## config.mk

```make
export PLATFORM = sky130hd
export DESIGN_NAME = count_controller
export DESIGN_NICKNAME = d
export VERILOG_FILES = /design/src/rtl/count_controller.sv
export SDC_FILE = /design/constraint.sdc
export NUM_CORES = 1
export LEC_CHECK = 0
export ABC_AREA = 1
export CORE_MARGIN = 2
export CORE_UTILIZATION = 40
export CTS_BUF_LIST = sky130_fd_sc_hd__clkbuf_16
export DETAILED_ROUTE_END_ITERATION = 10
export MAX_ROUTING_LAYER = met4
export SYNTH_ARGS = -nofsm -noshare
export SYNTH_HDL_FRONTEND = slang
export SYNTH_SLANG_ARGS = --single-unit
```

## constraint.sdc

```tcl
create_clock -name fast_clock -period 1.45 [get_ports fast_clock]
set_input_delay 0.29 -clock fast_clock [delete_from_list [all_inputs] [get_ports fast_clock]]
set_output_delay 0.29 -clock fast_clock [all_outputs]
set_load 0.03 [all_outputs]
```

## src/rtl/count_controller.sv

```systemverilog
// rtl/count_controller.sv - start/stop/clear controlled 4-digit BCD up/down counter
// All inputs except rst are asynchronous and synchronized onto fast_clock.
module count_controller #(
  parameter int          SYNC_STAGES = 2,
  parameter logic [15:0] BCD_MAX     = 16'h9999
) (
  input  logic        fast_clock,
  input  logic        rst,
  input  logic        slow_clock,
  input  logic        btn_start,
  input  logic        btn_stop,
  input  logic        btn_clear,
  input  logic        up_down,
  output logic [15:0] count_bcd,
  output logic [1:0]  state,
  output logic        running,
  output logic        wrap
);

  typedef enum logic [1:0] {
    ST_IDLE  = 2'b00,
    ST_RUN   = 2'b01,
    ST_PAUSE = 2'b10
  } state_e;

  // Bit order: [0] slow_clock, [1] start, [2] stop, [3] clear, [4] up_down
  logic [4:0]  async_in;
  logic [4:0]  sync_q [SYNC_STAGES];
  logic [4:0]  sync_s;
  logic [3:0]  edge_q;
  logic [2:0]  fill_q, fill_d;
  logic        fill_done;
  logic [2:0]  armed_q, armed_d;
  logic [2:0]  btn_rise;
  logic        tick;
  logic        cmd_start, cmd_stop, cmd_clear;

  state_e      state_q, state_d;
  logic [15:0] count_q, count_d;
  logic        running_q, running_d;
  logic        wrap_q, wrap_d;

  assign async_in = {up_down, btn_clear, btn_stop, btn_start, slow_clock};
  assign sync_s   = sync_q[SYNC_STAGES-1];

  // Synchronizer outputs are only trustworthy once the chain has refilled after reset.
  assign fill_done = (fill_q == 3'(SYNC_STAGES));
  assign fill_d    = fill_done ? fill_q : fill_q + 3'd1;

  // A button must be seen low after reset before its rising edges count.
  assign armed_d  = armed_q | ({3{fill_done}} & ~sync_s[3:1]);
  assign btn_rise = sync_s[3:1] & ~edge_q[3:1] & armed_q;
  assign tick     = sync_s[0] & ~edge_q[0];

  assign cmd_clear = btn_rise[2];
  assign cmd_stop  = btn_rise[1] & ~btn_rise[2];
  assign cmd_start = btn_rise[0] & ~btn_rise[1] & ~btn_rise[2];

  function automatic logic [15:0] bcd_inc(input logic [15:0] v);
    logic [15:0] r;
    logic        carry;
    r     = v;
    carry = 1'b1;
    for (int i = 0; i < 4; i++) begin
      if (carry) begin
        if (v[4*i +: 4] == 4'd9) begin
          r[4*i +: 4] = 4'd0;
        end else begin
          r[4*i +: 4] = v[4*i +: 4] + 4'd1;
          carry       = 1'b0;
        end
      end
    end
    return r;
  endfunction

  function automatic logic [15:0] bcd_dec(input logic [15:0] v);
    logic [15:0] r;
    logic        borrow;
    r      = v;
    borrow = 1'b1;
    for (int i = 0; i < 4; i++) begin
      if (borrow) begin
        if (v[4*i +: 4] == 4'd0) begin
          r[4*i +: 4] = 4'd9;
        end else begin
          r[4*i +: 4] = v[4*i +: 4] - 4'd1;
          borrow      = 1'b0;
        end
      end
    end
    return r;
  endfunction

  always_comb begin
    state_d = state_q;
    case (state_q)
      ST_IDLE:  if (cmd_start) state_d = ST_RUN;
      ST_RUN:   if (cmd_stop)  state_d = ST_PAUSE;
      ST_PAUSE: if (cmd_start) state_d = ST_RUN;
      default:  state_d = ST_IDLE;
    endcase
    if (cmd_clear) state_d = ST_IDLE;
  end

  // Counting keys off the registered state, so the entering-RUN tick is skipped
  // and a tick alongside stop still lands.
  always_comb begin
    count_d = count_q;
    wrap_d  = 1'b0;
    if (cmd_clear) begin
      count_d = '0;
    end else if (tick && state_q == ST_RUN) begin
      if (sync_s[4]) begin
        if (count_q == BCD_MAX) begin
          count_d = '0;
          wrap_d  = 1'b1;
        end else begin
          count_d = bcd_inc(count_q);
        end
      end else begin
        if (count_q == 16'h0000) begin
          count_d = BCD_MAX;
          wrap_d  = 1'b1;
        end else begin
          count_d = bcd_dec(count_q);
        end
      end
    end
  end

  assign running_d = (state_d == ST_RUN);

  always_ff @(posedge fast_clock or negedge rst) begin
    if (!rst) begin
      for (int i = 0; i < SYNC_STAGES; i++) sync_q[i] <= '0;
      edge_q    <= '0;
      fill_q    <= '0;
      armed_q   <= '0;
      state_q   <= ST_IDLE;
      count_q   <= '0;
      running_q <= 1'b0;
      wrap_q    <= 1'b0;
    end else begin
      sync_q[0] <= async_in;
      for (int i = 1; i < SYNC_STAGES; i++) sync_q[i] <= sync_q[i-1];
      edge_q    <= sync_s[3:0];
      fill_q    <= fill_d;
      armed_q   <= armed_d;
      state_q   <= state_d;
      count_q   <= count_d;
      running_q <= running_d;
      wrap_q    <= wrap_d;
    end
  end

  assign count_bcd = count_q;
  assign state     = state_q;
  assign running   = running_q;
  assign wrap      = wrap_q;

endmodule

```

# Yosys cells after proc, flatten, opt, wreduce, memory -nomap -nowiden
# Cells that the tools add are included.
dict set report classes {
  n_addsub 9
  mul 0
  div 0
  magnitude_cmp 0
  eq_ne 12
  shift 0
  muxes 62
  n_bitwise 13
  reduce_logical 15
}
# operator n
set ops {}
lappend ops {{16-bit two-way mux} 5}
lappend ops {{4-bit two-way mux} 14}
lappend ops {{1-bit two-way mux} 39}
lappend ops {{4-bit by 1-bit adder with 4-bit output, second input constant} 4}
lappend ops {{16-bit equality test, second input constant} 1}
lappend ops {{4-bit equality test, second input constant} 4}
lappend ops {{16-bit zero test} 1}
lappend ops {{4-bit zero test} 4}
lappend ops {{4-bit by 1-bit subtractor with 4-bit output, second input constant} 4}
lappend ops {{4-bit by 1-bit != test with 1-bit output, second input constant} 3}
lappend ops {{4-bit nonzero test} 3}
lappend ops {{3-bit AND} 3}
lappend ops {{3-bit AND reduction} 3}
lappend ops {{2-bit two-way mux} 3}
lappend ops {{3-bit NOT} 2}
lappend ops {{1-bit AND} 4}
lappend ops {{2-bit by 1-bit equality test with 1-bit output, second input constant} 2}
lappend ops {{2-bit one-hot mux with 2 select lines} 1}
lappend ops {{3-bit by 1-bit adder with 3-bit output, second input constant} 1}
lappend ops {{3-bit by 2-bit equality test with 1-bit output, second input constant} 1}
lappend ops {{1-bit NOT} 3}
lappend ops {{3-bit bitwise OR} 1}
lappend ops {{2-bit equality test, second input constant} 1}
lappend ops {{2-bit zero test} 1}
lappend ops {{other kinds (3)} 3}
dict set report word_totals {
  register_bits 40
  latchBits 0
  mem_bits_rw 0
  mem_bits_ro 0
  out_inout_bits 20
  memories 0
}

# Longest topological paths before layout
dict set report depth {
  ltp_word 21
  mapped_depth 10
  mapped_depth_nobuf 10
}

# Worst setup path after synthesis
# No wires, ideal clock.
dict set report synth_path {
  path_type {register to register}
  startpoint {register count_q[0], in the netlist count_bcd[0]}
  endpoint {register count_q[12], in the netlist count_bcd[12]}
  setup_ns 0.118
  arrival_time_ns 1.526
  required_ns 1.332
  slack_ns -0.194
  path_stages_with_launch 10
  period_less_slack_ns 1.644
  path_cell_list {dfrtp_1 inv_1 ha_1 nand3_1 inv_2 nand3_1 nand2_1 nand3_2 nand2_1 nand2_1}
}
dict set report synth_between {
  elab_chain_cells 18
  elab_cells_between_ends 42
  classes_between {eq/ne: 3; mux: 35; reduce/logical: 4}
}
# item line_no
set synth_rtl {}
lappend synth_rtl {{from (decl)} 39} ;# logic [15:0] count_q, count_d;
lappend synth_rtl {{from (signal assigned)} 151} ;# count_q <= count_d;
lappend synth_rtl {{4-bit equality test or 4-bit zero test (tied branches)} {66, 84}}
lappend synth_rtl {{1-bit two-way mux (on tied branches)} {66, 84}}
lappend synth_rtl {{1-bit two-way mux (on tied branches)} {115, 122}}
lappend synth_rtl {{1-bit two-way mux} 114} ;# if (sync_s[4]) begin
lappend synth_rtl {{1-bit two-way mux} 113} ;# end else if (tick && state_q == ST_RUN) begin
lappend synth_rtl {{1-bit two-way mux} 111} ;# if (cmd_clear) begin
lappend synth_rtl {{1-bit two-way mux (on tied branches)} {65, 83}}
lappend synth_rtl {{1-bit two-way mux (on tied branches)} {115, 122}}
lappend synth_rtl {{[2 not listed]} --}
lappend synth_rtl {{1-bit two-way mux} 111}
lappend synth_rtl {{1-bit two-way mux (on tied branches)} {65, 83}}
lappend synth_rtl {{1-bit two-way mux (on tied branches)} {115, 122}}
lappend synth_rtl {{1-bit two-way mux} 114}
lappend synth_rtl {{1-bit two-way mux} 113}
lappend synth_rtl {{1-bit two-way mux} 111}
lappend synth_rtl {{4-bit by 1-bit != test with 1-bit output (no source line) or 4-bit nonzero test (tied branches)} --}
lappend synth_rtl {{3-bit AND reduction (no source line)} --}
# Parallel ways exist; a longest one is shown, timed or not. The select of a mux whose other input is x is not followed.
# A chain may end at the register's enable or synchronous reset.

# Worst setup path after layout
# Same ends and word-level chain as after synthesis.

==> results by stage <==
Timing:
- For the pin with the worst max-slew slack, the measured transition is 0.388 ns.
- After layout, the worst path uses 101% of the clock period.
- The count of endpoints failing hold in the final timing report is 0.
- On the final layout, the worst clock skew is 0.00543 ns.
- Setup violations remaining at the end of the flow were counted as 1.
- Derived from the worst setup path, the maximum achievable clock frequency is around 0.68 GHz.
- In this run the tightest slew margin relative to its limit is 74.1%.
- Counting I/O delays and the setup requirement, the final critical path takes between 1 and 1.5 ns.
- Across all setup checks in the final design, the least slack found is -0.0152 ns.
- The total count of max-transition violations in the final report is 0.
- After routing, the total negative slack on setup checks comes to -0.0152 ns.
- Setup repair after global routing could not meet its margin everywhere.
- On the final layout, the worst hold slack is 0.347 ns.

Clock network:
- The insertion delay to the later sink of the worst-skew pair is 0.28 ns.
- The CTS root buffer is clkbuf_16.
- TritonCTS built the clock tree.
- In this run, CTS created clock tree buffers numbering 5.
- The number of clock sinks seen by CTS is 40.
- The clock tree synthesis step divided the H-tree into 2 levels.
- The clock passes through at most 2 buffers.
- The clock-pin slew reported for the worst setup and hold paths after clock tree synthesis is 0.06 ns.

Yosys:
- The average size of a mapped cell is ~8.3 sq um.
- Yosys printed 0 warnings.
- The post-synth design cell area is roughly 2300 sq um.
- Yosys mapped the design onto 31 distinct sky130hd cell types.
- The net count of the mapped netlist is 299.
- In the synthesized netlist the dominant register cell turns out to be dfrtp_1.
- Of the synthesized area, sequential elements account for 43.6%.
- Summed over all instances, the cell type with the most area after synthesis is dfrtp_1.
- The gate count after technology mapping is around 280.
- In the post-synthesis netlist, the biggest area contributors are dfrtp_1, nand2_1, nand3_1.
- The count of flip-flops with a built-in enable after synthesis is 0.
- The share of the synthesized area in the top cell type is around 44%.
- Of all flip-flops after synthesis, the portion carrying an async set or reset was 100%.
- Counting flops and latches in the post-synthesis netlist gives 40.

Placement:
- The number of input and output port buffers inserted is 26.
- The half-perimeter wire length after detailed placement is 3760 um.
- The post-place setup slack is -0.0150 ns.
- In this run, placement finished with an instance count of 398.
- Routability-driven placement finished with a final weighted congestion of 0.820.

Global routing:
- The leftover overflow at the end of global routing is 0.
- The number of global-route vias before repair is 1831.
- The total global-route track usage is 17.5%.
- The number of antenna violations at the first check in global routing came to 0.
- The first-pass GRT wire length is 8510 um.
- Entering global routing, the biggest net connects 26 pins.

Worst setup path:
- At the worst endpoint, the required time is 1.62 ns.
- The buffers plus inverters on the worst setup path is 2.
- The slowest stage of the critical path is the dfrtp_2 cell.
- The peak fanout along the critical path is 6.
- STA classifies the critical path endpoint as a flop.
- The library cell appearing most often on the critical path is nand2_2.
- The largest single stage delay on the critical path is 0.47 ns.
- The data arrival time of the critical path is 1.63 ns.
- The critical setup path kind is flop to flop.
- The worst setup path is launched from a flop.
- The cell family contributing the most delay on the critical path is simple AND/OR/NAND/NOR gates.
- Walking the worst path, the cells encountered are inv_4 -> ha_4 -> nand3_4 -> inv_2 -> nand3_2 -> nand2_2 -> nand3_4 -> nand2_2 -> nand2_2.

Pwr:
- The total power draw is roughly 6.2 mW.
- Power spread over the standard cell area amounts to 1880 nW/um^2.
- The peak supply drop is around 0.0011 V.
- The analysis attributes to cell leakage a power of about 1.6 nW.

Floorplan:
- The floorplan die width is 79.8 um.
- The core box area is 5540 sq um.
- The number of rows created at floorplan is 27.
- The die covers 6360 sq um.
- In this run the count of I/O pins placed on the die edge is 27.
- Once the floorplan was initialized, standard cells occupied 41.4% of the core.
- The die is 79.8 um tall.

Layout:
- Registers take 1010 sq um.
- The multi-input combinational cell area is 1350 sq um.
- The area growth from synthesis to final layout is 43.4%.
- The fraction of layout cells with a size suffix above 1 is 35.1%.
- The finished layout holds 420 standard cells, fillers aside.
- After filler insertion, the fill cell instance count of the layout stands at 491.
- The net count reported at finish is 368.
- The antenna cell count is 0.

Outcome:
- The checks that failed: setup timing.
- The run finished, with violations left.

Route:
- The DRC violation count after routing is 0.
- The number of DRC violations after detailed-routing iteration 0 is 70.
- The remaining antenna violation count is 0.
- Dividing the detail-routed wire length by the instance count gives 12.7 um.
- The total number of vias is approximately 2000.
- For this run, the detailed router's first-pass iteration total came to 4.
- The total length of routed wires is 5320 um.
- Dividing the detail-routed via count by the number of cells gives around 4.9.

Job:
- The tool flagged a number of max-cap violations equal to 0.

Worst hold path:
- In this run the worst hold path is classified as flop to flop.
-- logic make-up after synthesis --
family          share of synthesized area [%]
xor+xnor                                 2.67
compound gates                           11.1
simple gates                             28.7
flops                                    43.6
fa+ha+maj                                7.63
buf+inv                                  6.32
-- path summary, 6_finish.rpt --
check / start / end / slack, ns / depth (start not counted)
min in group asynchronous: rst / count_bcd[7] / 0.46 / 2
min reg2reg: sync_q[6] / sync_s[1] / 0.35 / 0
min: sync_q[6] / sync_s[1] / 0.35 / 0
max reg2reg: count_bcd[0] / count_bcd[12] / -0.02 / 9
max in group asynchronous: rst / count_bcd[12] / 0.52 / 3
max: count_bcd[0] / count_bcd[12] / -0.02 / 9
-- timing repair --
action | in CTS | in global routing
setup buffers | 4 | 9
pin swaps | 2 | 9
resized for setup | 15 | 37
endpoints found under the setup margin | 19 | 18
hold buffers | 1 | 0
hold endpoints to repair | 15 | 0
-- report_power, final --
part	internal [mW]	switching, mW
Combinational	1.43	1.85
Clock	0.809	0.444
Sequential	1.36	0.312
-- cell type report --
type	instances	share of cell area, %
clock buffer	5	3.80
clock inverter	3	1.29
inverter	30	3.72
multi-input combinational	203	40.9
sequential	40	30.7
tap	72	2.74
timing repair buffer	67	16.8
-- per-stage QoR --
| stage | util [%] | cell area [sq um] |
|---|---|---|
| global route | 59.4 | 3290 |
| CTS | 56.3 | 3120 |
| finish | 59.4 | 3290 |
| global placement | 52.7 | 2920 |
| detailed placement | 52.7 | 2920 |
| floorplan | - | 2410 |
-- flip-flops by register name, summed over array words and instances (netlist names) --
register,cells
count_bcd,16
edge_q,4
state,2
wrap,1
armed_q,3
sync_q,5
fill_q,3
sync_s,5
running,1
-- per-layer routing --
metal / track usage, % / vias to the layer above / routed length, um
met3: 3.05 / 7 / 182
li1: - / 1065 / -
met1: 25.7 / 930 / 2690
met4: 5.08 / 0 / 85
met5: - / - / 0
met2: 25.0 / 45 / 2370
-- layout by cell type (no fill, tap or decap), types with 2 or more instances in the layout --
cell type / Yosys / final
xor2_1: 4 / 4
clkbuf_16: 0 / 5
buf_6: 1 / 2
clkinv_1: 1 / 2
inv_4: 0 / 4
o21ai_0: 18 / 13
nand3_1: 41 / 35
o21ai_1: 4 / 8
nor2_4: 1 / 5
o211ai_1: 5 / 5
o21bai_1: 4 / 4
nand4_1: 5 / 5
inv_2: 5 / 12
xnor2_1: 3 / 3
nand3_4: 0 / 4
buf_4: 1 / 45
dfrtp_2: 0 / 9
dlygate4sd2_1: 0 / 11
clkdlybuf4s50_1: 0 / 5
a21oi_1: 6 / 5
nor2_2: 4 / 2
dfrtp_1: 40 / 31
nor3b_1: 2 / 2
nor2_1: 13 / 11
nand3_2: 3 / 5
inv_1: 24 / 13
or2_2: 2 / 2
ha_1: 14 / 7
nand2_1: 68 / 57
ha_4: 0 / 6
nand2_2: 0 / 11
-- synth_stat cells, drive strengths merged (2+ instances only) --
cell type / count
a21oi: 7
buf: 4
dfrtp: 40
ha: 14
inv: 29
nand2: 68
nand3: 44
nand4: 5
nor2: 18
nor3b: 2
o211ai: 5
o21ai: 23
o21bai: 4
or2: 2
xnor2: 3
xor2: 4
Power figures use the tool's default switching activity.
